$ cat src/rtl/vote_sgpr.sv
// Voting shared GPR: 2/3-lane compare or majority commit with retry/fault FSM.
// Optional VOTE_SGPR_PARITY_EN adds per-register even parity and read check.
module vote_sgpr #(
  parameter int ADDR_WIDTH    = 5,
  parameter int DATA_WIDTH    = 32,
  parameter int NUM_LANES     = 3,
  parameter int MAX_RETRY     = 3,
  parameter int ERR_CNT_WIDTH = 8
) (
  input  logic                            clk,
  input  logic                            rst_n,
  input  logic [NUM_LANES-1:0]            we_i,
  input  logic [NUM_LANES*ADDR_WIDTH-1:0] waddr_i,
  input  logic [NUM_LANES*DATA_WIDTH-1:0] wdata_i,
  input  logic [ADDR_WIDTH-1:0]           raddr_a_i,
  output logic [DATA_WIDTH-1:0]           rdata_a_o,
  input  logic [ADDR_WIDTH-1:0]           raddr_b_i,
  output logic [DATA_WIDTH-1:0]           rdata_b_o,
  input  logic                            clear_i,
  output logic                            stall_o,
  output logic                            retry_o,
  output logic                            fault_o,
  output logic [NUM_LANES-1:0]            faulty_lane_o,
  output logic [ERR_CNT_WIDTH-1:0]        err_cnt_o,
  output logic                            rd_perr_o
);

  localparam int DEPTH = 2**ADDR_WIDTH;
  localparam int TW    = 1 + ADDR_WIDTH + DATA_WIDTH;
  localparam logic [3:0] MAXR = 4'(MAX_RETRY);

  if (NUM_LANES != 2 && NUM_LANES != 3) begin : g_bad_lanes
    $error("vote_sgpr: NUM_LANES must be 2 or 3");
  end
  if (MAX_RETRY < 1 || MAX_RETRY > 15) begin : g_bad_retry
    $error("vote_sgpr: MAX_RETRY must be 1..15");
  end

  typedef enum logic [1:0] {S_RUN, S_RETRY, S_FAULT} state_e;

  state_e                   state_q, state_d;
  logic [3:0]               rcnt_q, rcnt_d;
  logic [ERR_CNT_WIDTH-1:0] err_q, err_d, err_inc;
  logic [NUM_LANES-1:0]     flags_q, flags_d;
  logic                     retry_q, retry_d;
  logic                     commit;

  logic [TW-1:0]            tup [NUM_LANES];
  logic                     all_eq, maj_ok, resolved;
  logic [NUM_LANES-1:0]     minority;
  logic [TW-1:0]            win;
  logic                     win_we;
  logic [ADDR_WIDTH-1:0]    win_addr;
  logic [DATA_WIDTH-1:0]    win_data;

  for (genvar k = 0; k < NUM_LANES; k++) begin : g_tup
    assign tup[k] = {we_i[k],
                     waddr_i[k*ADDR_WIDTH +: ADDR_WIDTH],
                     wdata_i[k*DATA_WIDTH +: DATA_WIDTH]};
  end

  if (NUM_LANES == 3) begin : g_tmr
    logic e01, e02, e12;
    assign e01 = tup[0] == tup[1];
    assign e02 = tup[0] == tup[2];
    assign e12 = tup[1] == tup[2];
    assign all_eq   = e01 & e12;
    assign maj_ok   = ~all_eq & (e01 | e02 | e12);
    // With lanes not all equal, at most one pair matches; its odd lane is out.
    assign minority = all_eq ? '0 : {e01, e02, e12};
    assign win      = e12 ? tup[1] : tup[0];
  end else begin : g_dmr
    assign all_eq   = tup[0] == tup[1];
    assign maj_ok   = 1'b0;
    assign minority = '0;
    assign win      = tup[0];
  end

  assign resolved = all_eq | maj_ok;
  assign win_we   = win[TW-1];
  assign win_addr = win[DATA_WIDTH +: ADDR_WIDTH];
  assign win_data = win[DATA_WIDTH-1:0];
  assign err_inc  = (err_q == '1) ? err_q : err_q + 1'b1;

  always_comb begin
    state_d = state_q;
    rcnt_d  = rcnt_q;
    err_d   = err_q;
    flags_d = flags_q;
    retry_d = 1'b0;
    commit  = 1'b0;
    if (clear_i) begin
      state_d = S_RUN;
      rcnt_d  = '0;
      err_d   = '0;
      flags_d = '0;
    end else if (state_q != S_FAULT) begin
      if (resolved) begin
        commit  = win_we && (win_addr != '0);
        state_d = S_RUN;
        rcnt_d  = '0;
        if (maj_ok) begin
          flags_d = flags_q | minority;
          err_d   = err_inc;
        end
      end else begin
        err_d = err_inc;
        if (state_q == S_RUN) begin
          state_d = S_RETRY;
          rcnt_d  = 4'd1;
          retry_d = 1'b1;
        end else if (rcnt_q < MAXR) begin
          rcnt_d  = rcnt_q + 4'd1;
          retry_d = 1'b1;
        end else begin
          state_d = S_FAULT;
        end
      end
    end
  end

  always_ff @(posedge clk or negedge rst_n) begin
    if (!rst_n) begin
      state_q <= S_RUN;
      rcnt_q  <= '0;
      err_q   <= '0;
      flags_q <= '0;
      retry_q <= 1'b0;
    end else begin
      state_q <= state_d;
      rcnt_q  <= rcnt_d;
      err_q   <= err_d;
      flags_q <= flags_d;
      retry_q <= retry_d;
    end
  end

  logic [DATA_WIDTH-1:0] mem_q [DEPTH];

  always_ff @(posedge clk or negedge rst_n) begin
    if (!rst_n) begin
      for (int i = 0; i < DEPTH; i++) mem_q[i] <= '0;
    end else if (commit) begin
      mem_q[win_addr] <= win_data;
    end
  end

  assign rdata_a_o = (raddr_a_i == '0) ? '0 : mem_q[raddr_a_i];
  assign rdata_b_o = (raddr_b_i == '0) ? '0 : mem_q[raddr_b_i];

`ifdef VOTE_SGPR_PARITY_EN
  logic [DEPTH-1:0] par_q;

  always_ff @(posedge clk or negedge rst_n) begin
    if (!rst_n) begin
      par_q <= '0;
    end else if (commit) begin
      par_q[win_addr] <= ^win_data;
    end
  end

  assign rd_perr_o =
    ((raddr_a_i != '0) && ((^mem_q[raddr_a_i]) != par_q[raddr_a_i])) ||
    ((raddr_b_i != '0) && ((^mem_q[raddr_b_i]) != par_q[raddr_b_i]));
`else
  assign rd_perr_o = 1'b0;
`endif

  assign stall_o       = state_q != S_RUN;
  assign fault_o       = state_q == S_FAULT;
  assign retry_o       = retry_q;
  assign faulty_lane_o = flags_q;
  assign err_cnt_o     = err_q;

endmodule

$ cat config.mk
export PLATFORM = sky130hd
export DESIGN_NAME = vote_sgpr
export DESIGN_NICKNAME = d
export VERILOG_FILES = /design/src/rtl/vote_sgpr.sv
export SDC_FILE = /design/constraint.sdc
export NUM_CORES = 2
export LEC_CHECK = 0
export CAP_MARGIN = 20
export CORE_ASPECT_RATIO = 0.7
export CORE_MARGIN = 1
export CORE_UTILIZATION = 37
export CTS_CLUSTER_DIAMETER = 80
export DETAILED_ROUTE_END_ITERATION = 10
export PLACE_DENSITY = 0.5
export SYNTH_ARGS = -nofsm -noshare
export SYNTH_HDL_FRONTEND = slang
export SYNTH_SLANG_ARGS = --single-unit
$ cat constraint.sdc
create_clock -name clk -period 4.67 [get_ports clk]
set_input_delay 0.934 -clock clk [delete_from_list [all_inputs] [get_ports clk]]
set_output_delay 0.934 -clock clk [all_outputs]
set_load 0.01 [all_outputs]
==> impl_results.md <==
- Status: finished clean
- Largest family of logic cells by synthesized area: multiplexers
- Routed WL per cell: 32.4 microns
- DP Worst Slack: 9.91 ps
- Clock slew seen by the registers of the worst setup and hold paths: 70 ps
- Critical Path AT: 3570 ps
- Vias: 35,037
- Initial Util: 37.4%
- Fillcell total: 13,694
- H-tree lvl count: 3
- RSZ-0062 raised after global routing: false
- Largest net degree at the start of global routing: 112
- CTS Buf Count: 108
- ANT nets after route: 0
- Final worst path period need: 4510 ps
- P_leak: 30.4 nW
- Core area: 0.153 sq mm
- Die footprint: 0.157 sq mm
- GP Congestion: 0.903
- Vias in the first global route: 36,188
- DR WL met3: 9.81 mm
- Multiplexer share of the synthesized area: 45.9%
- Clock sink total: 1,042
- Final Max Tran Viols: 0
- Final setup vio count: 0
- Sum Neg Setup Slack: 0 ps
- Routed met2 length: 88.2 mm
- Highest Signal Layer: met4
- Tcrit/Tclk final: 96.5%
- Pre-antenna DRT Iters: 5
- Most frequent cells in the layout: dfrtp_1, mux2_2, mux4_2
- GR Util All Layers: 25.0%
- Nets: 3,927
- Layout cells sized above 1: 49.8%
- Compound-Gate Fraction of Synth Area: 1.22%
- Via/cell ratio: 5.87
- Top FF cell, synth: dfrtp_1
- Clock Latency Late Sink: 750 ps
- Simple-gate share of the synthesized area: 2.26%
- GR Overflow Total: 0
- Final Skew: 42.3 ps
- Xor/xnor share of the synthesized area: 1.75%
- Layout area overhead: 18.1%
- Post-DP HPWL: 122 mm
- Most common cell after layout, fill and taps aside: dfrtp_1
- Ys Warns: 0
- Max-cap violations: 0
- WS Path Type: input port to output port
- # port buffers: 204
- Seq/Total Area, Yosys: 45.4%
- Achievable Freq: 222 MHz
- 1st-iter DRT viols: 2,940
- # DRC: 0
- Gate count of the mapped netlist: 3,615
- Syn_nets: 3,744
- Async SR Flop Fraction: 100%
- Finished Layout Cells: 5,964
- Worst Setup Start Kind: input port
- Worst slew pin tran: 839 ps
- Clock buffer depth: 3
- Distinct cells, synth: 53
- Slew headroom: 42.5%
- Placed Instances: 5,762
- Crit-path cells: buf_8, buf_12, buf_12, mux4_2, mux4_2, mux2i_1, buf_4, nor2_1, clkdlybuf4s50_1
- Row count: 120
- First-pass GRT wire length: 282 mm
- Die Span Y: 332 microns
- Metal1 wirelength: 91.6 mm
- Largest fanout on the critical path: 19
- Number of flops mapped to enable cells by yosys: 0
- IO Pins: 206
- Die width: 473 microns
- Total wire length: 193 mm
- Crit path max-delay cell type: clkdlybuf4s50_1
- Adder-Cell Fraction of Synth Area: 0.0436%
- Fin. Hold Viols: 0
- Final worst slack: 164 ps
- Power per Cell Area: 293 mW/mm^2
- Req. time, crit path: 3740 ps
- Initial antenna violation count: 2
- Seq cells post-synth: 1,042
- Max incr delay on CP: 530 ps
- Fin Hold WS: 186 ps
- Critical Path Sink Type: output port
- Worst min path class: input port to asynchronous set/reset pin
- CTS tree: done
- Syn Area/Cell: 15.9 sq um
- Synth Cell Area: 0.0574 sq mm
- Max IR drop VDD: 0.267 mV
- CTS Root Buffer Type: clkbuf_16
## cells by family after synthesis
kind of cell    after synthesis
compound gates               66
fa+ha+maj                     2
xor+xnor                    115
simple gates                273
other cells                   1
buf+inv                     408
mux                        1708
flops                      1042
## state kept, by name (all words and copies together), names as in the netlist
register	count
faulty_lane_o	3
mem_q	1024
err_cnt_o	8
rcnt_q	4
state_q	2
retry_o	1
## synthesized netlist by cell type (3+ instances only)
cell,instances,share of area [%]
nand3_1,5,0.044
mux2_2,781,15
and3_1,4,0.044
a211oi_4,9,0.31
nand4_1,18,0.20
dfrtp_1,1042,45
buf_1,56,0.37
mux2_1,215,4.2
nor2_1,83,0.54
or4_1,3,0.039
nor3_1,4,0.035
xor2_1,72,1.1
buf_4,38,0.50
nor2b_1,14,0.15
and2_1,3,0.033
xnor2_1,43,0.66
a211oi_2,19,0.41
nand2_1,107,0.70
buf_6,28,0.55
clkbuf_1,243,1.6
nor4_1,19,0.21
a21oi_1,10,0.087
mux4_2,640,25
mux2i_1,69,1.2
buf_2,40,0.35
a31oi_1,13,0.14
## per-stage QoR
step / power, mW / instance area (sq um) / util (%)
after floorplan: 9.90 / 57400 / -
after global placement: 10.8 / 64100 / 41.7
after detailed placement: 10.8 / 64100 / 41.7
after CTS: 20.1 / 67800 / 44.2
after global routing: 20.5 / 67800 / 44.2
final: 19.9 / 67800 / 44.2
## power breakdown
part           internal, mW  switching, mW
Clock                  5.32           3.96
Combinational         0.571          0.984
Sequential             9.03        0.00513
## path summary, 6_finish.rpt
check	endpoint	startpoint	slack (ps)	depth (start not counted)
worst max-delay path	rdata_a_o[11]	raddr_a_i[0]	160	9
worst min-delay path	mem_q[240]	rst_n	190	1
worst max register to register	mem_q[989]	state_q[0]	1050	9
worst min register to register	mem_q[1008]	mem_q[1008]	390	0
max in group asynchronous	mem_q[1012]	rst_n	3110	2
min in group clk	mem_q[1008]	mem_q[1008]	390	0
## layout make-up
class	count	area, sq um	share of cell area [%]
antenna	4	10.0	0.0148
clock buffer	154	3160	4.65
clock inverter	44	599	0.883
inverter	3	11.3	0.0166
multi-input combinational	2165	29600	43.6
sequential	1042	26100	38.4
tap	2074	2590	3.83
timing repair buffer	478	5790	8.53
## timing repair
action,in CTS,in global routing
gates resized for setup,1,2
hold buffers,0,0
setup buffers,0,0
endpoints found under the setup margin,1,1
## critical path, delay by kind of cell
family | cells | cell delay (ps)
muxes | 3 | 1210
and+or+nand+nor | 1 | 40
buffers and inverters | 5 | 1330
## routing by layer
| layer | global-route usage [%] | up-vias |
|---|---|---|
| met3 | 4.61 | 211 |
| met4 | 4.87 | 0 |
| li1 | - | 14402 |
| met1 | 37.7 | 19515 |
| met2 | 37.7 | 909 |
| met5 | 0 | - |
Note: power is estimated with default switching activity, not from simulation.
